## src/rtl/testchip_clk_pkg.sv

```systemverilog
// Shared definitions for the test-chip clock block: sequencer states and
// test-clock mux source indices.
package testchip_clk_pkg;

    typedef enum logic [1:0] {
        IDLE   = 2'd0,
        DRAIN  = 2'd1,
        SETTLE = 2'd2,
        DONE   = 2'd3
    } sw_state_e;

    localparam int NUM_SRC = 9;

    localparam logic [3:0] NOC_CLK       = 4'd0;
    localparam logic [3:0] UC_CLK        = 4'd1;
    localparam logic [3:0] CDB_PCLK      = 4'd2;
    localparam logic [3:0] CMN_REFCLK0   = 4'd3;
    localparam logic [3:0] CMN_REFCLK1   = 4'd4;
    localparam logic [3:0] TCAUX0        = 4'd5;
    localparam logic [3:0] TCAUX1        = 4'd6;
    localparam logic [3:0] TEST_CLK_PHY  = 4'd7;
    localparam logic [3:0] TEST_CLK_PAM3 = 4'd8;

    function automatic logic [7:0] sat_inc8(input logic [7:0] v);
        return (v == 8'hFF) ? v : v + 8'd1;
    endfunction

endpackage

```

## src/rtl/testchip_testclk_switch_ctrl.sv

```systemverilog
// Glitch-free sequencer for the test-clock mux: gate, drain, switch select,
// settle, ungate. scanmode freezes the whole sequencer in place.
//
// state  | meaning
// IDLE   | waiting for a request, req_ready high unless in scan
// DRAIN  | output gated, waiting before the select moves
// SETTLE | select moved, waiting before the enable is restored
// DONE   | one-cycle completion, done pulse high
module testchip_testclk_switch_ctrl
    import testchip_clk_pkg::*;
#(
    parameter int NUM_SRC       = testchip_clk_pkg::NUM_SRC,
    parameter int SEL_W         = 4,
    parameter int DRAIN_CYCLES  = 16,
    parameter int SETTLE_CYCLES = 8,
    parameter int CNT_W         = 8,
    parameter int DEFAULT_SEL   = 0
) (
    input  logic             noc_clk,
    input  logic             noc_reset,
    input  logic             scanmode,
    input  logic             req_valid,
    output logic             req_ready,
    input  logic [SEL_W-1:0] req_sel,
    input  logic             req_en,
    output logic [SEL_W-1:0] test_clk_sel,
    output logic             test_clk_en,
    output logic             busy,
    output logic             done,
    output logic             err,
    output logic [7:0]       switch_cnt
);

    localparam logic [SEL_W-1:0] DEF_SEL     = SEL_W'(DEFAULT_SEL);
    localparam logic [SEL_W:0]   NUM_SRC_EXT = (SEL_W+1)'(NUM_SRC);
    localparam logic [CNT_W-1:0] DRAIN_INIT  = CNT_W'(DRAIN_CYCLES - 1);
    localparam logic [CNT_W-1:0] SETTLE_INIT = CNT_W'(SETTLE_CYCLES - 1);

    sw_state_e        state_q, state_d;
    logic [CNT_W-1:0] cnt_q, cnt_d;
    logic [SEL_W-1:0] sel_q, sel_d;
    logic             en_q, en_d;
    logic [SEL_W-1:0] lat_sel_q, lat_sel_d;
    logic             lat_en_q, lat_en_d;
    logic             busy_q, busy_d;
    logic             done_q, done_d;
    logic             err_q, err_d;
    logic [7:0]       switch_cnt_q, switch_cnt_d;

    logic req_sel_oob;
    logic accept;

    assign req_sel_oob = {1'b0, req_sel} >= NUM_SRC_EXT;
    assign req_ready   = (state_q == IDLE) && !scanmode;
    assign accept      = req_valid && req_ready;

    always_comb begin
        state_d      = state_q;
        cnt_d        = cnt_q;
        sel_d        = sel_q;
        en_d         = en_q;
        lat_sel_d    = lat_sel_q;
        lat_en_d     = lat_en_q;
        switch_cnt_d = switch_cnt_q;
        done_d       = 1'b0;
        err_d        = 1'b0;

        if (scanmode) begin
            // Frozen: pulses hold too, so nothing is lost across a scan window.
            done_d = done_q;
            err_d  = err_q;
        end else begin
            case (state_q)
                IDLE: begin
                    if (accept) begin
                        if (req_sel_oob) begin
                            err_d = 1'b1;
                        end else if (req_sel == sel_q) begin
                            en_d    = req_en;
                            done_d  = 1'b1;
                            state_d = DONE;
                        end else begin
                            en_d      = 1'b0;
                            lat_sel_d = req_sel;
                            lat_en_d  = req_en;
                            cnt_d     = DRAIN_INIT;
                            state_d   = DRAIN;
                        end
                    end
                end
                DRAIN: begin
                    if (cnt_q == '0) begin
                        sel_d        = lat_sel_q;
                        switch_cnt_d = sat_inc8(switch_cnt_q);
                        cnt_d        = SETTLE_INIT;
                        state_d      = SETTLE;
                    end else begin
                        cnt_d = cnt_q - 1'b1;
                    end
                end
                SETTLE: begin
                    if (cnt_q == '0) begin
                        en_d    = lat_en_q;
                        done_d  = 1'b1;
                        state_d = DONE;
                    end else begin
                        cnt_d = cnt_q - 1'b1;
                    end
                end
                DONE: begin
                    state_d = IDLE;
                end
                default: begin
                    state_d = IDLE;
                end
            endcase
        end

        busy_d = (state_d != IDLE);
    end

    always_ff @(posedge noc_clk) begin
        if (noc_reset) begin
            state_q      <= IDLE;
            cnt_q        <= '0;
            sel_q        <= DEF_SEL;
            en_q         <= 1'b0;
            lat_sel_q    <= DEF_SEL;
            lat_en_q     <= 1'b0;
            busy_q       <= 1'b0;
            done_q       <= 1'b0;
            err_q        <= 1'b0;
            switch_cnt_q <= 8'd0;
        end else begin
            state_q      <= state_d;
            cnt_q        <= cnt_d;
            sel_q        <= sel_d;
            en_q         <= en_d;
            lat_sel_q    <= lat_sel_d;
            lat_en_q     <= lat_en_d;
            busy_q       <= busy_d;
            done_q       <= done_d;
            err_q        <= err_d;
            switch_cnt_q <= switch_cnt_d;
        end
    end

    assign test_clk_sel = sel_q;
    assign test_clk_en  = en_q;
    assign busy         = busy_q;
    assign done         = done_q;
    assign err          = err_q;
    assign switch_cnt   = switch_cnt_q;

endmodule

```

## config.mk

```make
export PLATFORM = sky130hd
export DESIGN_NAME = testchip_testclk_switch_ctrl
export DESIGN_NICKNAME = d
export VERILOG_FILES = /design/src/rtl/testchip_clk_pkg.sv /design/src/rtl/testchip_testclk_switch_ctrl.sv
export SDC_FILE = /design/constraint.sdc
export NUM_CORES = 1
export LEC_CHECK = 0
export BUFFER_PORTS_ARGS = -buffer_cell sky130_fd_sc_hd__buf_2
export CAP_MARGIN = 20
export CORE_UTILIZATION = 40
export DETAILED_ROUTE_END_ITERATION = 8
export PLACE_DENSITY = 0.6
export SLEW_MARGIN = 30
export SYNTH_ARGS = -nofsm -noshare
export SYNTH_HDL_FRONTEND = slang
export SYNTH_SLANG_ARGS = --single-unit
```

## constraint.sdc

```tcl
create_clock -name noc_clk -period 2.1 [get_ports noc_clk]
set_input_delay 0.105 -clock noc_clk [delete_from_list [all_inputs] [get_ports noc_clk]]
set_output_delay 0.105 -clock noc_clk [all_outputs]
set_load 0.01 [all_outputs]
```

# Word-level counts from Yosys, hierarchy flattened
# Index checks and enable logic that the tools add are counted.
[word_totals]
output_inout_bits = 17
elab_cells = 66
register_bits = 31
mem_bits_rw = 0
mem_count = 0
latchBits = 0
inputBits = 9
romBits = 0
[op_classes]
bitwise = 4
div = 0
eq_ne = 10
n_shift = 0
mul = 0
n_lt_le_gt_ge = 1
n_addsub = 2
mux = 26
reduce_logical = 13
[ops]
columns = ["op", "n"]
rows = [
  ["8-bit two-way mux", 5],
  ["8-bit one-hot mux with 3 select lines", 1],
  ["2-bit two-way mux", 6],
  ["1-bit two-way mux", 11],
  ["2-bit != test (second input constant)", 5],
  ["5-bit AND reduction", 2],
  ["8-bit by 1-bit adder with 8-bit output (second input constant)", 1],
  ["8-bit == test (second input constant)", 1],
  ["8-bit zero test", 1],
  ["2-bit one-hot mux with 4 select lines", 1],
  ["8-bit by 1-bit subtractor with 8-bit output (second input constant)", 1],
  ["6-bit AND reduction", 1],
  ["2-bit == test (second input constant)", 2],
  ["4-bit == test", 1],
  ["4-bit greater-or-equal comparator (second input constant)", 1],
  ["1-bit NOT", 4],
  ["1-bit one-hot mux with 2 select lines", 2],
  ["4-bit AND reduction", 1],
  ["2-bit nonzero test", 2],
  ["3-bit AND reduction", 1],
  ["3-bit nonzero test", 1],
  ["2-bit by 1-bit == test with 1-bit output (second input constant)", 1],
  ["1-bit logical AND", 2],
  ["2-bit zero test", 1],
  ["1-bit zero test", 1],
]

# Longest topological paths before layout
[depth]
word_depth = 7
depth_mapped = 8
depth_no_buf = 7

# Worst setup path before layout
# No wires, ideal clock.
[synth_path]
kind = "flip-flop to flip-flop"
start = "register cnt_q[0]"
end = "register cnt_q[6]"
n_path_buf = 0
slack_ps = 242
synth_period_minus_slack_ps = 1858
required_time_ps = 2042
setup_ps = 58
arrival_ps = 1800
path_stages_with_launch = 8
cell_sequence = "dfxtp_1 > inv_1 > ha_1 > nor4b_4 > a2111oi_1 > inv_1 > nor4_1 > a211o_1"
[synth_via]
elab_chain_cells = 3
word_cells_on_any_way = 7
cone_classes = "1 x add/sub; 1 x eq/ne; 3 x mux; 2 x reduce/logical"
[synth_rtl]
columns = ["item", "line_no", "text"]
rows = [
  ["from (decl)", "testchip_testclk_switch_ctrl.sv:40", "logic [CNT_W-1:0] cnt_q, cnt_d;"],
  ["from (signal assigned)", "testchip_testclk_switch_ctrl.sv:136", "cnt_q <= cnt_d;"],
  ["8-bit by 1-bit subtractor with 8-bit output / 8-bit zero test (equally long branches)", "--", ""],
  ["8-bit two-way mux, or another cell as far along", "testchip_testclk_switch_ctrl.sv:102", "if (cnt_q == '0) begin"],
  ["8-bit one-hot mux with 3 select lines / 6-bit AND reduction (equally long branches)", "--", ""],
]
# Parallel ways exist; a longest one is shown, timed or not. The select of a mux whose other input is x is not followed.
# A chain may end at the register's enable or synchronous reset.

# Worst setup path in the final report
[layout_path]
start = "register cnt_q[1]"
end = "register switch_cnt_q[4] (netlist: switch_cnt[4])"
[layout_via]
elab_chain_cells = 2
[layout_rtl]
columns = ["item", "line_no", "text"]
rows = [
  ["8-bit zero test", "testchip_testclk_switch_ctrl.sv:92", "if (cnt_q == '0) begin"],
  ["4-bit AND reduction (no source line)", "--", ""],
  ["to (signal assigned)", "testchip_testclk_switch_ctrl.sv:144", "switch_cnt_q <= switch_cnt_d;"],
  ["to (decl)", "testchip_testclk_switch_ctrl.sv:48", "logic [7:0] switch_cnt_q, switch_cnt_d;"],
]
# Every way passes these cells.

==> impl_metrics.py <==
metrics = {
    "outcome": {
        "status": "finished clean",
    },
    "timing": {
        "period_needed_ns": 1.93,
        "period_share_pct": 91.7,
        "final.setup.tns_ns": 0,
        "hold_viol_final": 0,
        "fmax_mhz": 519,
        "setup_viol": 0,
        "drv_slew": 0,
        "slew_headroom_pct": 57.1,
        "finClkSkew_ns": 0.00858,
        "worstMarginPinSlew_ns": 0.636,
        "rsz0062_at_grt": "false",
    },
    "worst_setup_path": {
        "startpoint_type": "flip-flop",
        "crit_fanout": 7,
        "critPathKind": "reg2reg",
        "cp.buffers_inverters": 1,
        "rr_worst_depth": 7,
        "startpoint": "cnt_q[1]",
        "r2r_end": "switch_cnt[4]",
        "crit_cells": 7,
        "crit_end": "switch_cnt[4]",
        "worstPathRequired_ns": 2.27,
        "cp.arrival_ns": 2.10,
        "crit_chain": "inv_1 > ha_1 > nor4b_4 > nand4b_2 > nor4b_1 > xnor2_1 > nor2_1",
        "slowest_delay_ns": 0.45,
        "worstSetupEndpointType": "flip-flop",
        "worstReg2RegStart": "cnt_q[1]",
        "timing.reg2reg.setup_slack_ns": 0.17,
        "cpMaxStageDelayCell": "nor4b_1",
        "crit_family": "simple AND/OR/NAND/NOR gates",
    },
    "synthesis": {
        "synth_cell_types": 47,
        "ys_seq_area_share_pct": 35.8,
        "ys.flop_type": "dfxtp_1",
        "synth_edf_count": 0,
        "yosysWarningCount": 0,
        "synth_area_leader_cell": "dfxtp_1",
        "synth_top_cells_by_count": "dfxtp_1 (31), nor2_1 (29), nand3_1 (11), xnor2_1 (11), mux2i_1 (10)",
        "syn_inst": 201,
        "synthesis.area_um2": 1730,
        "synth_area_leaders": "dfxtp_1 (36%), nor2_1 (6.3%), ha_1 (5.8%)",
        "yosysMostFrequentCell": "dfxtp_1",
        "synth_top_area_share_pct": 35.8,
        "synth-async-reset-ratio_pct": 0,
        "syn_area_per_cell_um2": 8.62,
        "synth-seq-cells": 31,
        "syn_nets": 218,
    },
    "layout": {
        "postLayoutCellArea_um2": 2080,
        "drive_gt1_share_pct": 24.4,
        "nNetsFinal": 254,
        "fillers": 404,
        "syn_to_final_growth_pct": 20.0,
        "n_antenna_cell": 0,
        "fin_cells": 288,
    },
    "drt": {
        "drc": 0,
        "firstDrtPassIters": 4,
        "route.vias.total": 1546,
        "routedWlPerCell_um": 13.4,
        "wl_um": 3870,
        "viasPerCell": 5.37,
        "drt_iter0_markers": 62,
        "ant_nets": 0,
    },
    "placed_design": {
        "place_inst": 280,
        "port_buffers": 25,
        "gp_congestion": 0.885,
        "place_area_um2": 1970,
        "dp_hpwl_um": 2860,
    },
    "pwr": {
        "power_frac_seq_pct": 44.0,
        "power_frac_clock_pct": 31.7,
        "swShare_pct": 32.0,
        "vdd_drop_max_v": 0.000418,
        "p_leak_uw": 0.000867,
        "p_per_area_nw_per_um2": 705,
        "power_switching_uw": 469,
        "fin_total_pwr_uw": 1460,
        "p_comb_share_pct": 24.2,
        "internal_power_uw": 995,
    },
    "clock_tree": {
        "cts_sinks": 31,
        "insertion_delay_ns": 0.29,
        "clk_pin_slew_ns": 0.07,
        "cts_hold_buf": 0,
        "htreeDepth": 2,
        "cts_buffers": 5,
        "cts_tree": "done",
        "clk_path_buf_depth": 2,
        "clockRootBuffer": "clkbuf_8",
    },
    "worst_hold_path": {
        "hp-class": "in2reg",
        "min_from": "req_en",
    },
    "global_routing": {
        "grt_first_pass_wirelength_um": 6530,
        "grt_pass1_vias": 1444,
        "grt_max_degree": 20,
        "grt.overflow.total": 0,
        "grt.met2_usage_pct": 29.3,
        "grt_use_met1_pct": 25.7,
        "grt_use_total_pct": 19.3,
        "top_usage_layer": "met2",
        "use_met3_pct": 4.39,
        "antenna_found_initial": 0,
    },
    "floorplan": {
        "core_area_um2": 4090,
        "start_util_pct": 42.4,
        "die_h_um": 67.8,
        "die-area_um2": 4600,
        "row_count": 23,
        "io_pins": 26,
        "dieWidth_um": 67.8,
    },
    "run": {
        "cap_violations": 0,
    },
}
[state kept, by name (all words and copies together), names as in the netlist, 2 cells and up]
register,cells
lat_sel_q,4
state_q,2
cnt_q,8
test_clk_sel,4
switch_cnt,8
[per-stage QoR]
step / hold slack, ns / worst slack (ns) / util [%]
3_5_place_dp: 0.359 / 0.145 / 48.3
4_1_cts: 0.0547 / 0.125 / 50.5
3_3_place_gp: 0.356 / 0.207 / 48.3
5_1_grt: 0.126 / 0.0329 / 50.9
6_report: 0.0622 / 0.173 / 50.9
2_1_floorplan: 0.252 / 0.242 / -
[logic make-up after synthesis]
logic type / after synthesis / share of synthesized area, %
compound gates: 37 / 15.0
xor+xnor: 11 / 5.56
fa+ha+maj: 8 / 5.78
buf+inv: 18 / 4.41
flops: 31 / 35.8
mux: 10 / 5.78
simple gates: 86 / 27.7
[power by group through the flow]
stage | clock [uW] | sequential (uW) | combinational [uW]
after detailed placement | 0 | 657 | 342
after floorplan | 0 | 655 | 228
final | 465 | 645 | 355
after CTS | 481 | 644 | 344
after global routing | 503 | 650 | 390
after global placement | 0 | 657 | 342
[worst min path at each step]
stage | depth (start not counted) | slack [ns] | endpoint
3_3_place_gp | 3 | 0.36 | lat_en_q
3_5_place_dp | 3 | 0.36 | lat_en_q
2_1_floorplan | 2 | 0.25 | lat_sel_q[0]
4_1_cts | 3 | 0.05 | lat_en_q
6_report | 3 | 0.06 | lat_en_q
5_1_grt | 3 | 0.13 | lat_en_q
[cell type report]
type	count	area [um2]	share of cell area (%)
well taps	50	62.6	3.01
multi-input cells	152	1050	50.5
inverters	9	33.8	1.63
flip-flops and latches	31	622	29.9
clock buffers	5	68.8	3.31
clock inverters	3	20.0	0.963
repair buffers	38	223	10.7
[worst reg2reg max path: cells and delay by family (launching register included)]
family	cells	cell delay, ns
adder cells (fa/ha/maj)	1	0.15
flip-flops	1	0.35
buffers and inverters	1	0.09
XOR/XNOR	1	0.17
AND/OR/NAND/NOR	4	1.06
[layout by cell type, fill, tap and decap left out, types with 3 or more instances in the layout]
cell type / Yosys / routed
nor4_1: 4 / 4
mux2i_1: 10 / 10
ha_1: 8 / 8
a21oi_1: 9 / 9
nand2_1: 9 / 9
o21ai_0: 6 / 6
clkbuf_8: 0 / 5
xnor2_1: 11 / 11
inv_1: 9 / 9
dfxtp_1: 31 / 30
buf_2: 1 / 25
buf_4: 0 / 13
nand3_1: 11 / 11
a31oi_1: 3 / 3
nor3_1: 6 / 6
o311ai_0: 3 / 3
nor2_1: 29 / 28
nand4_1: 6 / 6
nor2b_1: 4 / 4
[what timing repair did]
item                                    4_1_cts  5_1_grt
endpoints found under the setup margin        0        6
gates resized for setup                       0        4
buffers inserted                              0        0
[per-layer routing]
layer  wire length, um  up-vias
met1              1980      710
met5                 0        -
met4                59        0
met3               130        5
met2              1700       26
li1                  -      805
No activity file was read; power rests on OpenSTA's default activity.
